## config.mk

```make
export PLATFORM = sky130hd
export DESIGN_NAME = fetch_queue
export DESIGN_NICKNAME = d
export VERILOG_FILES = /design/src/rtl/riscv_pkg.sv /design/src/rtl/fq_storage.sv /design/src/rtl/fetch_queue.sv
export SDC_FILE = /design/constraint.sdc
export NUM_CORES = 1
export LEC_CHECK = 0
export BUFFER_PORTS_ARGS = -buffer_cell sky130_fd_sc_hd__clkbuf_2
export CAP_MARGIN = 30
export CELL_PAD_IN_SITES_DETAIL_PLACEMENT = 1
export CELL_PAD_IN_SITES_GLOBAL_PLACEMENT = 2
export CORE_UTILIZATION = 37
export DETAILED_ROUTE_END_ITERATION = 8
export HOLD_SLACK_MARGIN = 0.08
export PLACE_DENSITY_LB_ADDON = 0.1
export SLEW_MARGIN = 20
export SYNTH_ARGS = -nofsm -noshare
export SYNTH_HDL_FRONTEND = slang
export SYNTH_SLANG_ARGS = --single-unit
```

## constraint.sdc

```tcl
create_clock -name clk -period 2.76 [get_ports clk]
set_clock_uncertainty 0.1 [all_clocks]
set_input_delay 0.276 -clock clk [delete_from_list [all_inputs] [get_ports clk]]
set_output_delay 0.276 -clock clk [all_outputs]
set_load 0.02 [all_outputs]
```

## src/rtl/riscv_pkg.sv

```systemverilog
// Shared RISC-V constants used by the fetch front end.
package riscv_pkg;

   localparam int XLEN = 32;

   // add x0,x0,x0 -- shown to IF/ID whenever no fetched word is available
   localparam logic [31:0] NOP = 32'h0000_0033;

   function automatic int unsigned ptr_width(input int unsigned depth);
      return (depth < 2) ? 1 : $clog2(depth);
   endfunction

endpackage

```

## src/rtl/fq_storage.sv

```systemverilog
// Fetch queue entry storage: DEPTH x W register array, one write port, one asynchronous read port.
module fq_storage
   import riscv_pkg::*;
#(
   parameter int W     = 2 * XLEN,
   parameter int DEPTH = 4,
   parameter int PW    = ptr_width(DEPTH)
) (
   input  logic          clk,
   input  logic          we,
   input  logic [PW-1:0] waddr,
   input  logic [W-1:0]  wdata,
   input  logic [PW-1:0] raddr,
   output logic [W-1:0]  rdata
);

   logic [W-1:0] mem_q [DEPTH];

   // Contents are never reset; entries outside the valid window are masked by the queue logic.
   always_ff @(posedge clk) begin
      if (we) begin
         mem_q[waddr] <= wdata;
      end
   end

   assign rdata = mem_q[raddr];

endmodule

```

## src/rtl/fetch_queue.sv

```systemverilog
// Instruction fetch queue: prefetches sequential words from unified memory and presents the head to IF/ID.
module fetch_queue
   import riscv_pkg::*;
#(
   parameter int n     = XLEN,
   parameter int DEPTH = 4
) (
   input  logic         clk,
   input  logic         rst,
   output logic         mem_req,
   output logic [n-1:0] mem_addr,
   input  logic         mem_ready,
   input  logic [n-1:0] mem_rdata,
   input  logic         redirect,
   input  logic [n-1:0] redirect_pc,
   input  logic         stall,
   output logic [n-1:0] inst,
   output logic [n-1:0] pc,
   output logic [n-1:0] pc_plus4,
   output logic         inst_valid
);

   localparam int PW = ptr_width(DEPTH);
   localparam int CW = PW + 1;
   localparam logic [CW-1:0] FULL     = CW'(DEPTH);
   localparam logic [n-1:0]  NOP_N    = n'(NOP);
   localparam logic [n-1:0]  FOUR     = n'(4);
   localparam logic [n-1:0]  LOW_MASK = n'(3);

   logic [n-1:0]  fetch_pc_q, fetch_pc_d;
   logic [PW-1:0] wr_ptr_q, wr_ptr_d;
   logic [PW-1:0] rd_ptr_q, rd_ptr_d;
   logic [CW-1:0] count_q, count_d;

   logic          push;
   logic          pop;
   logic [2*n-1:0] wr_entry;
   logic [2*n-1:0] rd_entry;
   logic [n-1:0]  head_pc;
   logic [n-1:0]  head_inst;

   assign inst_valid = (count_q != '0);
   assign mem_req    = (count_q < FULL) && !redirect;
   assign mem_addr   = fetch_pc_q;
   assign push       = mem_req && mem_ready;
   assign pop        = inst_valid && !stall && !redirect;
   assign wr_entry   = {fetch_pc_q, mem_rdata};

   fq_storage #(
      .W     (2 * n),
      .DEPTH (DEPTH),
      .PW    (PW)
   ) u_storage (
      .clk   (clk),
      .we    (push),
      .waddr (wr_ptr_q),
      .wdata (wr_entry),
      .raddr (rd_ptr_q),
      .rdata (rd_entry)
   );

   assign head_pc   = rd_entry[2*n-1:n];
   assign head_inst = rd_entry[n-1:0];

   // An empty queue shows a NOP at the address that will be fetched next.
   always_comb begin
      inst = NOP_N;
      pc   = fetch_pc_q;
      if (inst_valid) begin
         inst = head_inst;
         pc   = head_pc;
      end
   end

   assign pc_plus4 = pc + FOUR;

   always_comb begin
      fetch_pc_d = fetch_pc_q;
      wr_ptr_d   = wr_ptr_q;
      rd_ptr_d   = rd_ptr_q;
      count_d    = count_q;
      if (redirect) begin
         fetch_pc_d = redirect_pc & ~LOW_MASK;
         wr_ptr_d   = '0;
         rd_ptr_d   = '0;
         count_d    = '0;
      end else begin
         if (push) begin
            fetch_pc_d = fetch_pc_q + FOUR;
            wr_ptr_d   = wr_ptr_q + PW'(1);
         end
         if (pop) begin
            rd_ptr_d = rd_ptr_q + PW'(1);
         end
         case ({push, pop})
            2'b10:   count_d = count_q + CW'(1);
            2'b01:   count_d = count_q - CW'(1);
            default: count_d = count_q;
         endcase
      end
   end

   always_ff @(posedge clk or posedge rst) begin
      if (rst) begin
         fetch_pc_q <= '0;
         wr_ptr_q   <= '0;
         rd_ptr_q   <= '0;
         count_q    <= '0;
      end else begin
         fetch_pc_q <= fetch_pc_d;
         wr_ptr_q   <= wr_ptr_d;
         rd_ptr_q   <= rd_ptr_d;
         count_q    <= count_d;
      end
   end

endmodule

```

Yosys cells after proc, flatten, opt, wreduce, memory -nomap -nowiden
Memories as Yosys holds them, arrays and structs flattened.
Cells that the tools add are included.
{"block": "totals", "reg_bits": 39, "mem_bits_rw": 256, "in_bits": 69, "out_inout_bits": 130, "wordCells": 36, "memories": 1}
{"name": "u_storage.mem_q", "depth": 4, "word_bits": 64, "read_ports": 1, "rd_ports_with_merged_regs": 0, "wr": 1, "line_no": "fq_storage.sv:17", "source": "logic [W-1:0] mem_q [DEPTH];"}
{"block": "op_classes", "n_addsub": 6, "magnitude_cmp": 1, "eq_ne": 2, "mux": 12, "reduce_logical": 10}
{"operator": "2-to-1 mux 32 bit", "count": 4}
{"operator": "adder 32 x 3 -> 32 bit, second input constant", "count": 2}
{"operator": "2-to-1 mux 2 bit", "count": 4}
{"operator": "one-hot mux 3 bit (2 select lines)", "count": 1}
{"operator": "nonzero test 3 bit", "count": 2}
{"operator": "adder 2 x 1 -> 2 bit, second input constant", "count": 2}
{"operator": "logical AND 1 bit", "count": 4}
{"operator": "nonzero test 2 bit", "count": 2}
{"operator": "adder 3 x 1 -> 3 bit, second input constant", "count": 1}
{"operator": "< comparator 3 bit, second input constant", "count": 1}
{"operator": "2-to-1 mux 3 bit", "count": 1}
{"operator": "subtractor 3 x 1 -> 3 bit, second input constant", "count": 1}
{"operator": "equality test 2 x 1 -> 1 bit, second input constant", "count": 1}
{"operator": "equality test 2 bit, second input constant", "count": 1}
{"operator": "logical NOT 1 bit", "count": 2}
{"operator": "2-to-1 mux 1 bit", "count": 2}

Depth between registers and ports, before layout
Gate-level depths: netlist of the first run.
{"block": "logic_depth", "ltp_word": 6, "depth_mapped": 14}

By module
From an unflattened synthesis of the first run, not the netlist that was laid out.
{"block": "unflattened", "cells_unflattened": 822, "area_unflattened_um2": 12879.9}
{"mod": "fq_storage", "instances": 1, "cells_per_inst": 338, "area_per_inst_um2": 9341.5}
{"mod": "fetch_queue", "instances": 1, "cells_per_inst": 484, "area_per_inst_um2": 3538.4}

Worst setup path after synthesis of the first run
No wires, ideal clock.
{"block": "synth_path", "path_kind": "flip-flop to output port", "start": "register count_q[0]", "end": "output port pc_plus4[30]", "t_arrival_ns": 3.220, "required_ns": 2.384, "slack_ns": -0.836, "stages_incl_launch_ff": 15, "path_cell_list": "dfrtp_1 -> nor3_1 -> inv_1 -> buf_4 -> buf_6 -> buf_4 -> clkbuf_1 -> mux2i_1 -> inv_1 -> ha_1 -> o21ai_1 -> or2_2 -> buf_2 -> nor4_2 -> xnor2_1"}
{"block": "synth_between", "elab_chain_len": 3}
{"item": "start: declaration", "line_no": "fetch_queue.sv:33", "source": "logic [CW-1:0] count_q, count_d;"}
{"item": "start signal: assignment", "line_no": "fetch_queue.sv:113", "source": "count_q <= count_d;"}
{"item": "nonzero test 3 bit", "line_no": "fetch_queue.sv:42", "source": "assign inst_valid = (count_q != '0);"}
{"item": "2-to-1 mux 32 bit", "line_no": "fetch_queue.sv:69", "source": "if (inst_valid) begin"}
{"item": "named net pc[2]", "line_no": "fetch_queue.sv:18", "source": "output logic [n-1:0] pc,"}
{"item": "adder 32 x 3 -> 32 bit", "line_no": "fetch_queue.sv:75", "source": "assign pc_plus4 = pc + FOUR;"}
{"item": "end: declaration", "line_no": "fetch_queue.sv:19", "source": "output logic [n-1:0] pc_plus4,"}
The timed path passes the listed nets, and every way through them passes these cells.

Worst setup path in the final report of the first run
{"block": "layout_path", "start": "register rd_ptr_q[0]", "end": "output port pc_plus4[14]"}
{"block": "layout_between", "elab_chain_len": 3}
{"item": "start: declaration", "line_no": "fetch_queue.sv:32", "source": "logic [PW-1:0] rd_ptr_q, rd_ptr_d;"}
{"item": "start signal: assignment", "line_no": "fetch_queue.sv:112", "source": "rd_ptr_q <= rd_ptr_d;"}
{"item": "memory (4 x 64 bit)"}
{"item": "2-to-1 mux 32 bit", "line_no": "fetch_queue.sv:69"}
{"item": "adder 32 x 3 -> 32 bit", "line_no": "fetch_queue.sv:75"}
Every way passes these cells.

==> flow_metrics.tcl, run 1 <==
set metrics [dict create \
    status "complete, but fails checks" \
    violations "negative setup slack" \
    antenna_found_initial 0 \
    ir_drop_uv 582 \
    cap_viol_max_count 0 \
    io_pins 199 \
    cts_buffer_depth 3 \
    crit_buf_inv 5 \
    synth-seq-cells 285 \
    timing.final.crit_share_pct 129 \
    final_hold_viol_count 0 \
    path_clk_slew_ns 0.06 \
    cpPeakStageDelay_ns 0.53 \
    syn_area_sq_mm 0.0126 \
    die_w_um 186 \
    final_core_util_pct 52.9 \
    drive_gt1_share_pct 45.0 \
    path_cells "buf_8 > mux4_2 > buf_6 > mux2i_4 > inv_2 > ha_4 > o21ai_4 > buf_12 > nor2_4 > nand4_1 > xnor2_2 > buf_4" \
    drt_iter0_drc 444 \
    crit_family "buffers and inverters" \
    grt_pass1_vias 8765 \
    drt-total-wl_mm 34.9 \
    grt_overflow_total 0 \
    synth.avg_cell_area_sq_um 15.8 \
    num_rows 67 \
    critPathRequiredTime_ns 2.38 \
    ys_warn_count 0 \
    dieArea_sq_mm 0.0347 \
    antenna_left 0 \
    cp_data_arrival_time_ns 3.18 \
    fp.dieH_um 186 \
    drc_errors 0 \
    firstDrtPassIters 5 \
    wl_met3_mm 1.47 \
    initial_core_util_pct 37.5 \
    gp_congestion 0.733 \
    crit_type "reg2out" \
    fin_nets 1273 \
    synth-seq-area-share_pct 66.7 \
    synth_cell_types 51 \
    crit_fanout 7 \
    layout_setup_ws_ns -0.793 \
    rsz0062_at_grt "true" \
    portBuffers 190 \
    routed.top_layer "met4" \
    area_growth_pct 40.8 \
    root_buffer "clkbuf_16" \
    finalPower_mw 17.8 \
    routed_via_density 4.98 \
    timing.fmax_mhz 281 \
    fin_crit_ns 3.55 \
    startpoint_type "flop" \
    num_antenna_cells 0 \
    met2_wirelength_mm 17.6 \
    final_max_slew_viol_count 0 \
    met1_length_mm 15.3 \
    grtUsageTotal_pct 20.2 \
    worstSkewPairLatency_ns 0.58 \
    clkSinkCount 285 \
    design.core.area_sq_mm 0.0334 \
    cts_buffers 31 \
    critPathCaptureType "output pin" \
    tightest_slew_ns 0.688 \
    slew_headroom_pct 53.6 \
    setup_violations 51 \
    synth-main-ff-cell "edfxtp_1" \
    synth_edf_count 248 \
    grt_first_pass_wirelength_mm 52.1 \
    async_flop_share_pct 13.0 \
    min_path_type "in2async" \
    power_density_mw_per_mm2 1010 \
    hpwl_mm 23.1 \
    cts_tree "done" \
    cts_max_level 1 \
    avgRoutedWirePerCell_um 20.9 \
    dr_total_vias 8306 \
    slowest_stage "dfrtp_4" \
    leakage_nw 6.75 \
    grt_max_degree 53 \
    syn_inst 797 \
]
## power breakdown
group	internal, mW	switching (mW)
clock network	2.53	1.70
registers	5.00	0.140
logic	4.05	4.38
## kinds of logic (layout without fill, tap and decap cells)
| logic type | after synthesis | in the layout | synth area share (%) |
|---|---|---|---|
| adder cells (fa/ha/maj) | 7 | 7 | 0.757 |
| buffers and inverters | 57 | 476 | 2.66 |
| AND/OR/NAND/NOR | 260 | 260 | 10.3 |
| multiplexers | 73 | 73 | 12.7 |
| AO/OA/AOI/OAI | 55 | 55 | 2.74 |
| other | 1 | 6 | 0.0299 |
| flip-flops | 285 | 285 | 66.7 |
| XOR/XNOR | 59 | 59 | 4.12 |
## worst paths after layout
check | end | startpoint | slack (ns) | depth (start not counted)
setup / recovery | pc_plus4[14] | rd_ptr_q[0] | -0.79 | 12
hold / removal | mem_addr[19] | rst | 0.13 | 3
setup reg to reg | mem_addr[31] | mem_addr[8] | 0.17 | 9
hold reg to reg | wr_ptr_q[1] | wr_ptr_q[1] | 0.51 | 2
max in group asynchronous | rd_ptr_q[0] | rst | 1.65 | 4
min in group clk | wr_ptr_q[0] | redirect | 0.14 | 3
## worst register-to-register path, cell delays in order (launching register included)
cell and delay [ns]:
dfrtp_1 0.52, buf_4 0.22, nand3_1 0.13, nor4_1 0.38, buf_4 0.19, nand3_2 0.18, nor4_1 0.36, buf_4 0.18
xnor2_1 0.11, o21ai_0 0.10
## Yosys cell counts, drive strengths merged, types with 2 or more instances
| cell | number | area, sq um |
|---|---|---|
| mux2i | 8 | 80.1 |
| a31oi | 5 | 31.3 |
| nand4 | 10 | 62.6 |
| nor2 | 24 | 90.1 |
| a21oi | 3 | 15.0 |
| o21ai | 38 | 194 |
| mux2 | 3 | 33.8 |
| or2 | 8 | 50.1 |
| clkbuf | 21 | 80.1 |
| xor2 | 26 | 228 |
| dfrtp | 37 | 926 |
| nand2 | 124 | 465 |
| nor2b | 2 | 12.5 |
| edfxtp | 248 | 7450 |
| and3 | 6 | 37.5 |
| mux4 | 62 | 1490 |
| and2 | 37 | 231 |
| and4 | 4 | 35.0 |
| buf | 24 | 209 |
| nor3 | 9 | 45.0 |
| inv | 12 | 45.0 |
| nor4 | 9 | 103 |
| xnor2 | 33 | 289 |
| ha | 6 | 75.1 |
| nand3 | 25 | 143 |
## cell type report
cell class              instances  area, sq um
clock inverters                19          235
well taps                     448          561
flip-flops and latches        285         8380
fillers                      3261        15800
repair buffers                407         3330
multi-input cells             460         4320
clock buffers                  38          802
inverters                      12         47.5
## timing repair
action | in CTS | in global routing
pin swaps | 8 | 32
buffers inserted | 12 | 22
resized for setup | 57 | 256
hold buffers | 65 | 0
hold endpoints to repair | 197 | 0
endpoints found under the setup margin | 79 | 73
## state kept, by name (all words and copies together) (netlist names)
| signal | cells |
|---|---|
| wr_ptr_q | 2 |
| rd_ptr_q | 2 |
| u_storage.mem_q | 248 |
| count_q | 3 |
| mem_addr | 30 |
## cell usage in the layout, fill, tap and decap left out, types with 10 or more instances in the layout
master,instances
nand2_1,109
nand3_1,20
nand2_2,13
and2_4,20
buf_2,11
mux4_2,58
buf_8,10
o21ai_0,32
buf_4,136
clkbuf_16,31
buf_12,15
xor2_1,23
buf_6,40
clkbuf_2,123
dlygate4sd3_1,65
edfxtp_1,248
xnor2_2,13
nand4_1,10
and2_1,17
dfrtp_1,35
nor2_1,22
xnor2_1,20
## metrics by stage
stage | hold WS, ns | cell area, sq um | instances | setup WS [ns] | TNS, ns
floorplan | 0.275 | 12700 | 802 | -0.363 | -2.98
global placement | 0.180 | 15000 | 1518 | -0.535 | -5.69
detailed placement | 0.183 | 15000 | 1518 | -0.517 | -6.21
CTS | 0.114 | 17000 | 1652 | -0.792 | -21.69
global route | 0.159 | 17700 | 1669 | -0.886 | -24.05
finish | 0.134 | 17700 | 1669 | -0.793 | -19.05
## layer usage
metal	vias to the layer above	track usage, %
li1	3800	-
met1	4251	27.0
met2	216	35.4
met3	39	2.43
met4	0	4.43
met5	-	0
(Power assumes the default switching activity.)
==> run 2, diff against run 1 <==
--- a/config.mk
+++ b/config.mk
@@ -5,11 +5,12 @@
 export SDC_FILE = /design/constraint.sdc
 export NUM_CORES = 1
 export LEC_CHECK = 0
+export ABC_AREA = 1
 export BUFFER_PORTS_ARGS = -buffer_cell sky130_fd_sc_hd__clkbuf_2
 export CAP_MARGIN = 30
 export CELL_PAD_IN_SITES_DETAIL_PLACEMENT = 1
 export CELL_PAD_IN_SITES_GLOBAL_PLACEMENT = 2
-export CORE_UTILIZATION = 37
+export CORE_UTILIZATION = 32
 export DETAILED_ROUTE_END_ITERATION = 8
 export HOLD_SLACK_MARGIN = 0.08
 export PLACE_DENSITY_LB_ADDON = 0.1
==> run 2 against run 1 <==
Effect of this change:
- the run still ends with negative setup slack left
- flip-flop and latch count unchanged
- non-clock buffer count fell by 15
- core utilization decreased by 8.1 points
- hold slack worse by 0.0046 ns
- total power increased by 16%
- first-iteration DRC count up 17%
- cell area increased by 7.0%
- worst setup slack better by 0.44 ns
- register-to-register slack better by 0.21 ns
- combinational power rose by 26%
- routed wire length grew 39%
- synthesized cell count increased by 86%
- highest routed layer unchanged
==> flow_metrics.tcl, run 2 <==
set metrics [dict create \
    synth_edf_count 248 \
    post_dp_cell_area_sq_mm 0.0161 \
    yosysTopAreaCellShare_pct 53.9 \
    layout_setup_ws_ns -0.348 \
    power_density_mw_per_mm2 1100 \
    grt_first_pass_wirelength_mm 73.3 \
    crit_type "reg2out" \
    timing.fmax_mhz 322 \
    rsz0062_at_grt "true" \
    area_growth_pct 36.9 \
    drt_iter0_drc 519 \
    dp_cells 2258 \
    cp_data_arrival_time_ns 2.73 \
    critPathRequiredTime_ns 2.38 \
    cts_max_level 2 \
    routed_via_density 4.82 \
    antenna_found_initial 0 \
    initial_core_util_pct 32.7 \
    final_core_util_pct 44.8 \
    instances_no_fill 2413 \
    synth_area_leaders "edfxtp_1 (54%), nand2_1 (11%), dfrtp_1 (6.7%), nor2_1 (5.7%), inv_1 (4.4%)" \
    yosys.area.top_type "edfxtp_1" \
    portBuffers 190 \
    dr_total_vias 11620 \
    timing.final.crit_share_pct 113 \
    drc_errors 0 \
    grt_overflow_total 0 \
    cts_buffer_depth 3 \
    synth.avg_cell_area_sq_um 9.32 \
    path_clk_slew_ns 0.06 \
    grtUsageTotal_pct 22.2 \
    crit_fanout 15 \
    grt_pass1_vias 12403 \
    synth-seq-area-share_pct 60.6 \
    syn_inst 1483 \
    synth_common_cells "nand2_1 (398), edfxtp_1 (248), nor2_1 (210)" \
    clkSinkCount 285 \
    synth-seq-cells 285 \
    final_cell_mix "nand2_1 (341), edfxtp_1 (248), nor2_1 (171)" \
    min_path_type "in2reg" \
    fp.dieH_um 210 \
    cap_viol_max_count 0 \
    hpwl_mm 32.4 \
    cts_tree "done" \
    die_w_um 210 \
    status "complete, but fails checks" \
    worstSkewPairLatency_ns 0.53 \
    violations "negative setup slack" \
    synth.most_common_cell "nand2_1" \
    slew_headroom_pct 40.0 \
    mostFrequentLayoutCell "nand2_1" \
    largest_register_ffs 248 \
    firstDrtPassIters 5 \
    tightest_slew_ns 0.899 \
    drive_gt1_share_pct 28.1 \
    final_max_slew_viol_count 0 \
    ir_drop_uv 525 \
    ys_warn_count 0 \
    startpoint_type "flop" \
    top_register "u_storage.mem_q" \
    syn_area_sq_mm 0.0138 \
    async_flop_share_pct 13.0 \
    setup_violations 27 \
    root_buffer "clkbuf_16" \
    fin_crit_ns 3.11 \
    fin_nets 1923 \
    grt_max_degree 49 \
    holdWs_ns 0.129 \
    dieArea_sq_mm 0.0440 \
    gp_congestion 0.837 \
    avgRoutedWirePerCell_um 20.1 \
    num_antenna_cells 0 \
    synth-main-ff-cell "edfxtp_1" \
    num_rows 75 \
    io_pins 199 \
    n_fill_cell 4828 \
    leakage_nw 8.13 \
    antenna_left 0 \
    drt-total-wl_mm 48.4 \
    critPathCaptureType "output pin" \
    design.core.area_sq_mm 0.0422 \
    cts_buffers 35 \
    final_hold_viol_count 0 \
    synth_cell_types 41 \
    postLayoutCellArea_sq_mm 0.0189 \
]
-- run 2: changes by cell type after synthesis, sizes merged, moves of 27 or more --
cell	change
nand3	+74
o21ai	+53
inv	+155
xnor2	-28
nor2	+195
and2	-37
mux4	-62
a21oi	+27
nand2	+281
-- run 2: logic make-up (layout without fill, tap and decap cells) --
kind of cell,Yosys count,count (layout),synth area share [%]
DFF,285,285,60.6
other,1,6,0.0271
buffers and inverters,238,624,7.31
adders and majority gates,7,7,0.688
AOI/OAI and AO/OA,159,159,6.62
xor gates and xnor gates,37,37,2.34
and+or+nand+nor,756,756,22.4
-- run 2: where the power goes --
group / internal, mW / total, mW / switching (mW)
Sequential: 5.13 / 5.38 / 0.244
Combinational: 3.80 / 10.6 / 6.82
Clock: 2.93 / 4.73 / 1.80
Total: 11.9 / 20.7 / 8.86
-- run 2: worst paths after layout --
check | slack, ns | endpoint | startpoint | depth (start not counted)
min in group asynchronous | 0.26 | count_q[2] | rst | 3
max in group asynchronous | 1.62 | mem_addr[28] | rst | 4
min reg2reg | 0.39 | u_storage.mem_q[2][59] | mem_addr[27] | 0
max reg2reg | 0.38 | mem_addr[31] | mem_addr[2] | 11
max | -0.35 | pc_plus4[29] | rd_ptr_q[0] | 15
min | 0.13 | mem_addr[4] | redirect | 3
-- run 2: cell type report --
cell class | count | area [sq um] | area share [%]
repair buffers | 392 | 3020 | 15.9
inverters | 168 | 648 | 3.43
well taps | 539 | 674 | 3.57
multi-input cells | 965 | 5000 | 26.4
flip-flops and latches | 285 | 8380 | 44.3
clock buffers | 52 | 1050 | 5.56
clock inverters | 12 | 149 | 0.787
-- run 2: metal layers --
layer	routed length, um	global-route usage, %	part of all wire (%)	up-vias
met5	0	0	0	-
met1	22400	30.0	46	5785
met4	814	5.36	1.7	0
met2	23800	38.2	49	184
li1	-	-	-	5598
met3	1400	2.51	2.9	53
-- run 2: metrics by stage --
step	setup slack, ns	power, mW	TNS, ns
after global placement	0.0741	14.5	0
after global routing	-0.510	21.9	-11.48
after CTS	-0.360	20.5	-6.99
after floorplan	0.0103	10.5	0
after detailed placement	0.0525	14.5	0
final	-0.348	20.7	-6.53
-- run 2: critical path, cell delays in order, from the launching register on --
cell and delay [ns]:
dfrtp_4 0.58, buf_12 0.17, clkbuf_16 0.17, nand2_1 0.08
nand3_1 0.07, nand2_1 0.06, nand2_1 0.05, nand2_1 0.20
nand2_1 0.08, nor2_1 0.19, nand2_1 0.10, nor2_2 0.14
nand2_1 0.06, nand2_1 0.06, nand2_1 0.04, buf_2 0.15
-- run 2: repair_timing --
| item | 4_1_cts | 5_1_grt |
|---|---|---|
| hold endpoints to repair | 183 | 0 |
| hold buffers | 64 | 0 |
| pin swaps | 13 | 11 |
| endpoints found under the setup margin | 32 | 33 |
| gates resized for setup | 133 | 79 |
| gates cloned | 3 | 2 |
| setup buffers | 17 | 6 |
